### src/rtl/irq_controller.sv
// Interrupt/exception controller: edge-latched pending bits, fixed-priority arbitration, vector redirect.
// Request appears 1 cycle after a source becomes eligible; cause/addr are held until req_ready (no retraction).
module irq_controller #(
  parameter int                N_IRQ      = 8,
  parameter int                ADDR_W     = 32,
  parameter logic [ADDR_W-1:0] VEC_BASE   = 32'h0000_0100,
  parameter int                VEC_STRIDE = 4,
  parameter int                TMR_W      = 32,
  localparam int               CAUSE_W    = $clog2(N_IRQ + 4)
) (
  input  logic                 clk,
  input  logic                 rst,
  input  logic                 en_global,
  input  logic                 en_nmi,
  input  logic                 en_tmr,
  input  logic                 en_ecall,
  input  logic                 en_ebreak,
  input  logic [N_IRQ-1:0]     irq_en,
  input  logic [N_IRQ-1:0]     irq_i,
  input  logic                 nmi,
  input  logic                 ecall,
  input  logic                 ebreak,
  input  logic [TMR_W-1:0]     tmr_limit,
  input  logic                 req_ready,
  input  logic                 eoi,
  output logic                 req_valid,
  output logic [ADDR_W-1:0]    req_addr,
  output logic [CAUSE_W-1:0]   req_cause,
  output logic                 busy,
  output logic [N_IRQ+3:0]     pending_o
);

  localparam int NSRC      = N_IRQ + 4;
  localparam int STRIDE_SH = $clog2(VEC_STRIDE);

  typedef enum logic [2:0] {
    S_IDLE,
    S_REQ,
    S_SVC,
    S_NREQ,
    S_NSVC
  } state_t;

  state_t              state_q, state_d;
  logic [NSRC-1:0]     pend_q, pend_d;
  logic [NSRC-1:0]     pend_set, pend_clr, elig;
  logic [N_IRQ-1:0]    irq_prev_q;
  logic                nmi_prev_q;
  logic [TMR_W-1:0]    tcnt_q, tcnt_d;
  logic                tmr_fire;
  logic                nested_q, nested_d;
  logic [CAUSE_W-1:0]  cause_q, cause_d, win_cause;
  logic                win_vld;
  logic [ADDR_W-1:0]   addr_q, addr_d;
  logic                hs;

  function automatic logic [ADDR_W-1:0] vec_addr(input logic [CAUSE_W-1:0] c);
    return VEC_BASE + (ADDR_W'(c) << STRIDE_SH);
  endfunction

  // Free-running period counter; a zero limit parks it without clearing.
  always_comb begin
    tcnt_d   = tcnt_q;
    tmr_fire = 1'b0;
    if (!en_tmr) begin
      tcnt_d = '0;
    end else if (tmr_limit != '0) begin
      if (tcnt_q == tmr_limit - TMR_W'(1)) begin
        tcnt_d   = '0;
        tmr_fire = 1'b1;
      end else begin
        tcnt_d = tcnt_q + TMR_W'(1);
      end
    end
  end

  assign hs       = req_valid & req_ready;
  assign pend_set = {irq_i & ~irq_prev_q, ebreak, ecall, tmr_fire, nmi & ~nmi_prev_q};
  assign pend_clr = hs ? (NSRC'(1) << cause_q) : '0;
  // A new set in the handshake cycle survives the clear.
  assign pend_d   = (pend_q & ~pend_clr) | pend_set;

  always_comb begin
    elig          = '0;
    elig[0]       = pend_q[0] & en_nmi;
    elig[1]       = pend_q[1] & en_tmr & en_global;
    elig[2]       = pend_q[2] & en_ecall & en_global;
    elig[3]       = pend_q[3] & en_ebreak & en_global;
    elig[NSRC-1:4] = pend_q[NSRC-1:4] & irq_en & {N_IRQ{en_global}};
  end

  always_comb begin
    win_vld   = |elig;
    win_cause = '0;
    for (int i = NSRC - 1; i >= 0; i--) begin
      if (elig[i]) win_cause = CAUSE_W'(i);
    end
  end

  always_comb begin
    state_d  = state_q;
    cause_d  = cause_q;
    addr_d   = addr_q;
    nested_d = nested_q;
    case (state_q)
      S_IDLE: begin
        if (win_vld) begin
          state_d = S_REQ;
          cause_d = win_cause;
          addr_d  = vec_addr(win_cause);
        end
      end
      S_REQ: begin
        if (req_ready) state_d = (cause_q == '0) ? S_NSVC : S_SVC;
      end
      S_SVC: begin
        if (eoi) begin
          state_d = S_IDLE;
        end else if (elig[0]) begin
          state_d  = S_NREQ;
          cause_d  = '0;
          addr_d   = VEC_BASE;
          nested_d = 1'b1;
        end
      end
      S_NREQ: begin
        if (req_ready) state_d = S_NSVC;
      end
      S_NSVC: begin
        // Nested NMI returns to the interrupted service, not to IDLE.
        if (eoi) begin
          state_d  = nested_q ? S_SVC : S_IDLE;
          nested_d = 1'b0;
        end
      end
      default: state_d = S_IDLE;
    endcase
  end

  always_ff @(posedge clk) begin
    if (rst) begin
      state_q    <= S_IDLE;
      pend_q     <= '0;
      irq_prev_q <= '0;
      nmi_prev_q <= 1'b0;
      tcnt_q     <= '0;
      nested_q   <= 1'b0;
      cause_q    <= '0;
      addr_q     <= VEC_BASE;
    end else begin
      state_q    <= state_d;
      pend_q     <= pend_d;
      irq_prev_q <= irq_i;
      nmi_prev_q <= nmi;
      tcnt_q     <= tcnt_d;
      nested_q   <= nested_d;
      cause_q    <= cause_d;
      addr_q     <= addr_d;
    end
  end

  assign req_valid = (state_q == S_REQ) || (state_q == S_NREQ);
  assign busy      = (state_q != S_IDLE);
  assign req_cause = cause_q;
  assign req_addr  = addr_q;
  assign pending_o = pend_q;

endmodule

### config.mk
export PLATFORM = sky130hd
export DESIGN_NAME = irq_controller
export DESIGN_NICKNAME = d
export VERILOG_FILES = /design/src/rtl/irq_controller.sv
export SDC_FILE = /design/constraint.sdc
export NUM_CORES = 1
export LEC_CHECK = 0
export CORE_MARGIN = 1.5
export CORE_UTILIZATION = 40
export CTS_BUF_LIST = sky130_fd_sc_hd__clkbuf_4
export CTS_CLUSTER_DIAMETER = 100
export DETAILED_ROUTE_END_ITERATION = 12
export GPL_ROUTABILITY_DRIVEN = 0
export PLACE_DENSITY = 0.67
export SETUP_SLACK_MARGIN = 0.2
export SYNTH_ARGS = -nofsm -noshare
export SYNTH_HDL_FRONTEND = slang
export SYNTH_SLANG_ARGS = --single-unit
### constraint.sdc
create_clock -name clk -period 5.3 [get_ports clk]
set_input_delay 1.325 -clock clk [delete_from_list [all_inputs] [get_ports clk]]
set_output_delay 1.325 -clock clk [all_outputs]
set_load 0.05 [all_outputs]
==> results.md <==
* Startpoint types: input pin
* Largest family of logic cells by synthesized area: simple AND/OR/NAND/NOR gates
* Post-route setup TNS at 0 ps
* Critical R2R Launch: tcnt_q[5]
* Crit. path cell count at 11
* Boundary Pins at 110
* Remaining design rule violation count at 0
* Commonest non-fill, non-tap cell in the layout: clkdlybuf4s50_1
* Post-Layout Inst Area at 5460 sq um
* Hold_buf cts at 0
* Clock Pin Slew Worst Setup and Hold Paths at roughly 110 ps
* CTS tree: done
* Kind of capture point of the worst setup path: flop
* Number of setup buffers added after CTS at 0
* Number of pins exceeding their max-slew limit in the final report at 0
* Critical path class: in -> reg
* Synth Warn # at 0
* Vias per cell at between 5 and 6
* EDFF count, synth at 0
* Data arrival time at the worst-slack endpoint at 4660 ps
* Iteration count of the initial detailed-routing pass at 4
* Most used cell along the critical path: nand4_1
* Final antenna-violating net count at 0
* I/O Buffers at 81
* Routed wire length per instance at approximately 15 um
* Slowest stage cell, crit path: or4_1
* Required time worst endpoint at about 5600 ps
* Synthesized flop and latch total at 61
* Height of the die at ~110 um
* Nets@finish at slightly below 700
* Fillers at ~1100
* Static power due to leakage at approximately 1.8 nW
* Number of different library cells in the post-synthesis netlist at between 70 and 80
* Area growth from synthesis to final layout at 20.2%
* Initial standard-cell utilization of the core at 41.6%
* Post-detailed-routing wire length at 11800 um
* H-tree Lvls at 3
* Floorplan die width at 110 um
* Worst stage delay on the critical path at 630 ps
* Worst Setup EP: tcnt_q[6]
* Number of buffers added by the clock tree synthesis step at 9
* First-pass GRT wire length at 19100 um
* Fraction of the mapped netlist area in adder cells at 0.551%
* Total track usage at 20.2%
* Final cycle utilization of the critical path at 82.4%
* Die footprint at approximately 12000 sq um
* Share of cell area taken by muxes after synthesis at 1.10%
* Number of max-capacitance violations reported at 0
* Maximum number of pins on one net before global-route repair at 33
* Maximum clock frequency at 229 MHz
* RSZ-0062 raised after global routing: false
* Fraction of layout cells with a size suffix above 1 at 10.4%
* List of cells traversed by the critical path: clkdlybuf4s50_1 > inv_1 > ha_1 > nor4b_2 > nand4_1 > or4_1 > a22oi_1 > nand4_1 > nor4_4 > buf_12 > nor3_2
* Final setup fails at 0
* Number of gates given a new drive strength after cts at 0
* Total standard cell area after synthesis at 4540 sq um
* Post-synthesis instance total at 550
* Fraction of the yosys area taken by sequential cells at 26.9%
* Detailed router's first-iteration violation count at 161
* Normalized max-slew margin at 46.6%
* Worst Skew at between 9 and 10 ps
* Buffering stage count on the worst path with inverters included at 3
* Initial antenna violation count at 0
* Worst-path maximum fanout at 32
* Primary flip-flop cell chosen by synthesis mapping: dfxtp_1
* Via count at 4198
* Placeable core area at 10900 sq um
* Worst IR drop on VDD at 0.000250 V
* Worst path top cell family by delay: simple AND/OR/NAND/NOR gates
* Maximum number of buffers from clock root to sink at 2
* Least-Margin Pin Slew at 794 ps
* Area after detailed placement at 5300 sq um
* Total power per unit cell area at between 200 and 300 nW/um^2
* Reg2Reg Depth at 7
* Synthesized-area fraction occupied by ao, oa, aoi and oai cells at 12.0%
* Critical path launch point: tmr_limit[0]
* Post-DP HPWL at 9120 um
* Insertion delay to the later sink of the worst-skew pair at just over 400 ps
* Count of inserted antenna diode cells at 0
* Share of async-settable or async-resettable flops after synthesis at 0%
* Synth Area in Simple Gates at 37.4%
* Crit path time final at 4370 ps
* Capture point of the worst reg-to-reg path: tcnt_q[22]
* Share of the synthesized netlist area taken by xor and xnor gates at 13.2%
* Avg Inst Size Synth at just over 8 sq um
* Hold WC Path Type: reg -> reg
* Setup slack on the worst flop-to-flop path at 2530 ps
* Most frequent cells in the layout: clkdlybuf4s50_1 (81), dfxtp_1 (61), xnor2_1 (44)
* Via count of the first global-routing pass at 3983
* Num rows at 38
* Leftover overflow at the end of global routing at 0
* Final Hold Viols at 0
* Clk root buf: clkbuf_4
* Result of the run: finished, final reports clean
* Sink Count at 61
## logic make-up after synthesis
logic type / count (synthesis)
multiplexers: 5
other: 2
buffers and inverters: 61
XOR/XNOR: 67
flip-flops: 61
adder cells (fa/ha/maj): 2
AND/OR/NAND/NOR: 269
AO/OA/AOI/OAI: 83
## layer usage
metal  part of all wire, %  global-route usage (%)  up-vias
li1                      -                       -     2095
met5                     0                       0        -
met3                   5.2                    3.73       20
met2                    48                    34.9      120
met4                   2.3                    7.61        0
met1                    44                    24.8     1963
## stage by stage
stage | std cells | util, % | setup WS (ps) | total power, mW | hold WS (ps)
finish | 765 | 49.9 | 932 | 1.38 | 490
global placement | 749 | 48.5 | 617 | 1.00 | 469
floorplan | 576 | - | 1340 | 0.876 | 462
detailed placement | 749 | 48.5 | 542 | 1.01 | 477
CTS | 765 | 49.9 | 978 | 1.39 | 494
global route | 765 | 49.9 | 740 | 1.44 | 521
## flip-flops by register name, summed over array words and instances, names as in the netlist
signal      flops
req_addr        4
nmi_prev_q      1
tcnt_q         32
irq_prev_q      8
state_q         3
pending_o      12
nested_q        1
## report_power, final
| group | internal (mW) | switching [mW] |
|---|---|---|
| sequential | 0.485 | 0.0366 |
| combinational | 0.179 | 0.297 |
| clock | 0.189 | 0.192 |
| total | 0.853 | 0.526 |
## cell usage after synthesis (all sizes together), types with 16 or more instances
cell	number	area [sq um]
o21ai	21	105
nand4	25	156
buf	38	294
nand2b	16	100
dfxtp	61	1220
xor2	22	193
xnor2	44	385
nand2	31	116
nor2	40	150
nor3	50	405
a21oi	21	105
nand3	17	85.1
## worst min-delay path by stage
| stage | end | start | cells after the start |
|---|---|---|---|
| 6_report | pending_o[4] | irq_prev_q[0] | 2 |
| 3_5_place_dp | pending_o[4] | irq_prev_q[0] | 2 |
| 3_3_place_gp | pending_o[5] | irq_prev_q[1] | 2 |
| 2_1_floorplan | pending_o[0] | nmi_prev_q | 2 |
| 4_1_cts | pending_o[4] | irq_prev_q[0] | 2 |
| 5_1_grt | pending_o[4] | irq_prev_q[0] | 2 |
## final cells by class
type / instances / area [sq um] / area share, %
clock buffer: 9 / 67.6 / 1.24
clock inverter: 7 / 90.1 / 1.65
inverter: 10 / 37.5 / 0.687
multi-input combinational: 454 / 3020 / 55.4
sequential: 61 / 1220 / 22.4
tap: 140 / 175 / 3.21
timing repair buffer: 84 / 846 / 15.5
## worst reg2reg max path, delay by kind of cell (launching register included)
family        cells  cell delay [ps]
flops             1              470
xor+xnor          1              180
simple gates      6             2000
No activity file was read; power rests on OpenSTA's default activity.
